[config.mk]
export PLATFORM = sky130hd
export DESIGN_NAME = led_blink_bank
export DESIGN_NICKNAME = d
export VERILOG_FILES = /design/src/rtl/led_blink_bank.sv
export SDC_FILE = /design/constraint.sdc
export NUM_CORES = 1
export LEC_CHECK = 0
export ABC_AREA = 1
export BUFFER_PORTS_ARGS = -buffer_cell sky130_fd_sc_hd__buf_2
export CAP_MARGIN = 10
export CORE_MARGIN = 10
export CORE_UTILIZATION = 37
export CTS_CLUSTER_SIZE = 40
export DETAILED_ROUTE_END_ITERATION = 12
export PLACE_DENSITY_LB_ADDON = 0.08
export SYNTH_ARGS = -nofsm -noshare
export SYNTH_HDL_FRONTEND = slang
export SYNTH_SLANG_ARGS = --single-unit
[constraint.sdc]
create_clock -name CLK100MHZ -period 2 [get_ports CLK100MHZ]
set_input_delay 0.5 -clock CLK100MHZ [delete_from_list [all_inputs] [get_ports CLK100MHZ]]
set_output_delay 0.5 -clock CLK100MHZ [all_outputs]
set_load 0.005 [all_outputs]
[src/rtl/led_blink_bank.sv]
// Multi-channel LED driver: a shared prescaler tick paces per-channel
// OFF / ON / BLINK / ONESHOT behaviour, configured through a one-cycle write port.
module led_blink_bank #(
  parameter int unsigned NUM_CH         = 4,
  parameter int unsigned TICK_DIV       = 100000,
  parameter int unsigned PER_W          = 10,
  parameter int unsigned DEFAULT_PERIOD = 500,
  parameter int unsigned RESET_MODE     = 2,
  localparam int unsigned CH_W          = (NUM_CH > 1) ? $clog2(NUM_CH) : 1
) (
  input  logic              CLK100MHZ,
  input  logic              RST,
  input  logic              WR_EN,
  input  logic [CH_W-1:0]   WR_CH,
  input  logic [1:0]        WR_MODE,
  input  logic [PER_W-1:0]  WR_PERIOD,
  output logic [NUM_CH-1:0] LED,
  output logic [NUM_CH-1:0] DONE,
  output logic              TICK
);

  localparam int unsigned PRE_W = (TICK_DIV > 1) ? $clog2(TICK_DIV) : 1;

  typedef enum logic [1:0] {
    MODE_OFF     = 2'd0,
    MODE_ON      = 2'd1,
    MODE_BLINK   = 2'd2,
    MODE_ONESHOT = 2'd3
  } mode_e;

  logic [PRE_W-1:0]  pre_q, pre_d;
  logic              tick_q, tick_d;
  mode_e             mode_q [NUM_CH];
  mode_e             mode_d [NUM_CH];
  logic [PER_W-1:0]  per_q  [NUM_CH];
  logic [PER_W-1:0]  per_d  [NUM_CH];
  logic [PER_W-1:0]  cnt_q  [NUM_CH];
  logic [PER_W-1:0]  cnt_d  [NUM_CH];
  logic [NUM_CH-1:0] led_q, led_d;
  logic [NUM_CH-1:0] done_q, done_d;
  logic              wr_ok;
  logic [PER_W-1:0]  wr_per;

  assign wr_ok  = WR_EN && (32'(WR_CH) < NUM_CH);
  assign wr_per = (WR_PERIOD == '0) ? PER_W'(1) : WR_PERIOD;

  // State registers; reset overrides any concurrent write.
  always_ff @(posedge CLK100MHZ) begin
    if (RST) begin
      pre_q  <= '0;
      tick_q <= 1'b0;
      led_q  <= '0;
      done_q <= '0;
      for (int unsigned i = 0; i < NUM_CH; i++) begin
        mode_q[i] <= mode_e'(2'(RESET_MODE));
        per_q[i]  <= PER_W'(DEFAULT_PERIOD);
        cnt_q[i]  <= '0;
      end
    end else begin
      pre_q  <= pre_d;
      tick_q <= tick_d;
      led_q  <= led_d;
      done_q <= done_d;
      for (int unsigned i = 0; i < NUM_CH; i++) begin
        mode_q[i] <= mode_d[i];
        per_q[i]  <= per_d[i];
        cnt_q[i]  <= cnt_d[i];
      end
    end
  end

  // Prescaler and per-channel next state; a write to a channel masks its tick.
  always_comb begin
    tick_d = (pre_q == PRE_W'(TICK_DIV - 1));
    pre_d  = tick_d ? '0 : pre_q + PRE_W'(1);
    led_d  = led_q;
    done_d = '0;
    for (int unsigned i = 0; i < NUM_CH; i++) begin
      mode_d[i] = mode_q[i];
      per_d[i]  = per_q[i];
      cnt_d[i]  = cnt_q[i];
      if (wr_ok && (WR_CH == CH_W'(i))) begin
        mode_d[i] = mode_e'(WR_MODE);
        per_d[i]  = wr_per;
        cnt_d[i]  = '0;
        led_d[i]  = (mode_e'(WR_MODE) != MODE_OFF);
      end else if (tick_q) begin
        unique case (mode_q[i])
          MODE_OFF: led_d[i] = 1'b0;
          MODE_ON:  led_d[i] = 1'b1;
          MODE_BLINK: begin
            if (cnt_q[i] == per_q[i] - PER_W'(1)) begin
              cnt_d[i] = '0;
              led_d[i] = ~led_q[i];
            end else begin
              cnt_d[i] = cnt_q[i] + PER_W'(1);
            end
          end
          MODE_ONESHOT: begin
            if (cnt_q[i] == per_q[i] - PER_W'(1)) begin
              cnt_d[i]  = '0;
              led_d[i]  = 1'b0;
              mode_d[i] = MODE_OFF;
              done_d[i] = 1'b1;
            end else begin
              cnt_d[i] = cnt_q[i] + PER_W'(1);
            end
          end
          default: ;
        endcase
      end
    end
  end

  assign LED  = led_q;
  assign DONE = done_q;
  assign TICK = tick_q;

endmodule

---- Word-level counts from Yosys, hierarchy flattened ----
Memories as Yosys holds them, arrays and structs flattened.
Cells that the tools add are included.
word-level totals
  memories kept ........................... 3
  input port bits ......................... 17
  bits in registers ....................... 26
  memory bits (writable) .................. 88
memory list
  name    depth  width  read ports  clocked after Yosys merged registers in  write ports  line  source
  cnt_q   4      10     4           0                                        4            37    logic [PER_W-1:0] cnt_q [NUM_CH];
  per_q   4      10     4           0                                        4            35    logic [PER_W-1:0] per_q [NUM_CH];
  mode_q  4      2      4           0                                        4            33    mode_e mode_q [NUM_CH];
cells by class
  equal/unequal tests ..................... 28
  bitwise operators ....................... 21
  multiplexer cells ....................... 76
  $add $sub $neg .......................... 9
  reduce and logical (&&, ||, !) cells .... 28
operator list
  cell                     number
  $mux W10                 29
  $add A10 B1 Y10 const B  4
  $eq A10 B10 Y1           4
  $mux W2                  20
  $sub A10 B1 Y10 const B  4
  $ne A3 B3 Y1 const B     8
  $mux W1                  23
  $eq A2 B2 Y1 const B     10
  $add A17 B1 Y17 const B  1
  $eq A17 B17 Y1 const B   1
  $pmux W1 S4              4
  $reduce_or A4 Y1         4
  $or A1 B1 Y1             12
  $reduce_and A3 Y1        4
  $eq A2 B1 Y1 const B     5
  $logic_not A10 Y1        1
  $logic_not A2 Y1         5
  $reduce_bool A2 Y1       5
  $reduce_or A2 Y1         5
  $not A1 Y1               9
  $logic_and A1 B1 Y1      4

---- Longest topological paths before layout ----
  depth in word-level cells ............... 7
  depth in mapped cells ................... 16
  depth with buffers taken out ............ 16

---- Least setup slack after synthesis ----
Ideal clock, no wire load.
  kind .................................... register to register
  start ................................... mem per_q[3][0]
  end ..................................... mem cnt_q[3][2]
  slack ................................... 0.223 ns
  cell stages (with the launch flop) ...... 12
  arrival time ............................ 1.654 ns
  clock period less this slack ............ 1.777 ns
  library setup time ...................... 0.123 ns
  buffers on the path ..................... 0
  cell sequence ........................... dfxtp_1 > inv_1 > ha_1 > nand2_2 > nor2_2 > nand3_1 > nand3_1 > o21ai_0 > nor2_1 > nand4_4 > o21ai_4 > nor2_2
RTL lines
  what             line
  start, declared  35
  end, declared    37

==> metrics.md <==
| Metric | Value |
|---|---|
| Post-DP HPWL | ~12000 um |
| Reg-to-reg startpoint | per_q[2][0] |
| CTS Buffer Depth | 2 |
| Setup Skew | about 0.0055 ns |
| Period utilization | 0.947 |
| Avg WL per Cell | 13.5 um |
| Synth warn | 0 |
| Leading cell type by number of instances after synthesis | nand2_1 |
| Number of global-route vias before repair | between 5000 and 6000 |
| Initial DRT Pass Iterations | 4 |
| Critical Path RT | ~2.3 ns |
| GPL Wtd Cong | about 0.84 |
| Initial antenna violation count | 0 |
| Initial Util | 0.374 |
| Pin count of the biggest net entering global routing | 17 |
| Nets | about 990 |
| CTS tree | built |
| Min-Delay Startpoint | WR_MODE[0] |
| Most used DFF post-synth | dfxtp_1 |
| R2R depth | 13 |
| Max-slew headroom | 0.707 |
| Mapped Cells | between 800 and 900 |
| CTS Buf Count | 17 |
| Die ar. | approximately 22000 um2 |
| Hold Path Stages | 3 |
| Number of flops mapped to enable cells by yosys | 0 |
| Cell area after layout | 7640 um2 |
| Yosys top cell by area | dfxtp_1 |
| Area growth syn-to-layout | 24.0% |
| Core box area | between 15000 and 20000 um2 |
| Register area share after synthesis | 0.370 |
| Peak supply drop | approximately 0.00063 V |
| Worst hold path type | input pin to register |
| Crit-path max FO | 3 |
| Synth top area cells | dfxtp_1, nand2_1, inv_1, nor2_1, xor2_1 |
| Critical path arrival | roughly 2.2 ns |
| Synth top cells by count | nand2_1, inv_1, nor2_1 |
| Final hold violation count | 0 |
| Setup violations, final | 0 |
| Post-DP Area | between 6000 and 7000 um2 |
| CP startpoint | per_q[2][0] |
| Slew @ Worst Pin | ~0.44 ns |
| Grt total ovfl | 0 |
| Total of max-cap violations | 0 |
| Reg2reg end | mode_q[2][1] |
| Final min period | 1.89 ns |
| R2R Setup Slk | around 0.11 ns |
| CP endpoint kind | register |
| Root buf cell | clkbuf_16 |
| Avg Vias per Cell | 4.70 |
| Startpoint Class | register |
| Critical path, cell by cell | inv_1 > ha_4 > inv_1 > nand2_1 > nand2_1 > nor2_2 > nand2_1 > nor2_2 > nand3_2 > nor2_4 > nand4_1 > a21oi_1 > a21oi_1 |
| Pre-CTS setup slack | roughly 0.0038 ns |
| Post-synth net total | roughly 900 |
| Number of synthesized register bits | roughly 110 |
| # IOs | 26 |
| Die height | 149 um |
| Share of the synthesized area in the top cell type | 0.370 |
| Async S/R FF share, synth | 0 |
| Largest delay share family, worst path | simple AND/OR/NAND/NOR gates |
| Via count | 5573 |
| Die Span X | between 100 and 150 um |
| Distinct cell type count after synthesis | 39 |
| Global-route usage over all layers | 0.151 |
| Slowest stage delay, CP | around 0.33 ns |
| H-Tree Level Count | 4 |
| Worst Path Buf+Inv | 2 |
| Final WS setup | ~0.11 ns |
| Crit-path slowest cell | dfxtp_2 |
| Worst-path clk slew | 0.05 ns |
| Clk Latency, worst-skew pair | 0.41 ns |
| Critical Path Most Common Cell | nand2_1 |
| Leak Pwr | ~3.4 nW |
| Global-route wire length before repair | around 27000 um |
| RSZ-0062 raised after global routing | yes |
| Clk sinks | roughly 110 |
| Total routed wirelength | ~16000 um |
| FP Rows | 47 |
| Antenna Nets Post-Route | 0 |
| # DRC | 0 |
| Initial drt markers | 316 |
| Synthesized cell area | about 6200 um2 |
| F_max | 528 MHz |
| Setup_tns | 0 ns |
| Pwr Density | 757 nW/um2 |
| IO buf count | 25 |
| WHS Endpoint | mode_q[3][0] |
| Status | finished, final reports clean |
| Crit Path Class | register to register |
| Cell depth of the worst setup path | 13 |
| Fin. max-slew vios | 0 |
| Ant diodes | 0 |
| Post-CTS Hold Fix Bufs | 0 |
| Syn_area_per_cell | 7.06 um2 |
| Layout cell share with drive strength beyond 1 | 0.175 |
## layer usage
layer / GRT usage / wire [um] / vias to the layer above / share of wire
met5: 0 / 0 / - / 0
met4: 0.0447 / 156 / 0 / 0.0097
met3: 0.0407 / 608 / 12 / 0.038
met2: 0.249 / 7660 / 63 / 0.48
met1: 0.187 / 7630 / 2542 / 0.48
li1: - / - / 2956 / -
## metrics by stage
step	hold WS, ns	util	power, mW	cells
CTS	0.333	0.454	5.84	1184
global route	0.347	0.464	6.04	1185
global placement	0.435	0.416	2.79	1151
finish	0.344	0.464	5.78	1185
detailed placement	0.445	0.416	2.79	1151
floorplan	0.418	-	2.63	873
## how the worst max path moves through the flow
stage / to / slack (ns)
2_1_floorplan: cnt_q[3][2] / 0.22
3_3_place_gp: cnt_q[2][5] / 0.04
3_5_place_dp: cnt_q[3][8] / 0.004
4_1_cts: cnt_q[3][5] / 0.005
5_1_grt: LED[2] / -0.05
6_report: mode_q[2][1] / 0.11
## flip-flops by register name, summed over array words and instances, names as in the netlist
| signal | cells |
|---|---|
| cnt_q | 40 |
| LED | 4 |
| pre_q | 17 |
| mode_q | 8 |
| DONE | 4 |
| TICK | 1 |
| per_q | 40 |
## power by group
group          switching [mW]  leakage (nW)  total (mW)  internal [mW]
Combinational           0.249          2.18       0.408          0.159
Clock                    1.07         0.280        3.02           1.95
Sequential             0.0387         0.925        2.35           2.32
Total                    1.36          3.39        5.78           4.42
## cell families (layout without fill, tap and decap cells)
family	Yosys count	after routing	share of synthesized area
buffers and inverters	147	238	0.0906
AND/OR/NAND/NOR	433	433	0.317
adder cells (fa/ha/maj)	21	21	0.0426
XOR/XNOR	54	54	0.0768
AO/OA/AOI/OAI	104	105	0.103
flip-flops	114	114	0.370
## worst min-delay path: cells and delay by family
family,cells,cell delay (ns)
buffers and inverters,1,0.11
AND/OR/NAND/NOR,2,0.12
## repair_timing
item	in CTS	in global routing
resized for setup	1	43
buffers inserted	2	0
endpoints found under the setup margin	8	50
gates cloned	0	1
pin swaps	2	10
## cell type report
| type | instances | area, um2 |
|---|---|---|
| clock buffer | 22 | 484 |
| clock inverter | 9 | 105 |
| fill | 1716 | 8830 |
| inverter | 141 | 529 |
| multi-input combinational | 613 | 3490 |
| sequential | 114 | 2280 |
| tap | 220 | 275 |
| timing repair buffer | 66 | 470 |
## cells in the final DEF (no fill, tap or decap), types with 19 or more instances in the layout
master,count
nand2_1,177
inv_1,133
dfxtp_1,112
nor2_1,100
nand3_1,50
buf_4,38
a21oi_1,35
xor2_1,35
nor2_2,27
buf_2,25
o21ai_0,24
nor3_1,21
a22oi_1,21
xnor2_1,19
ha_1,19
(Power assumes the default switching activity.)
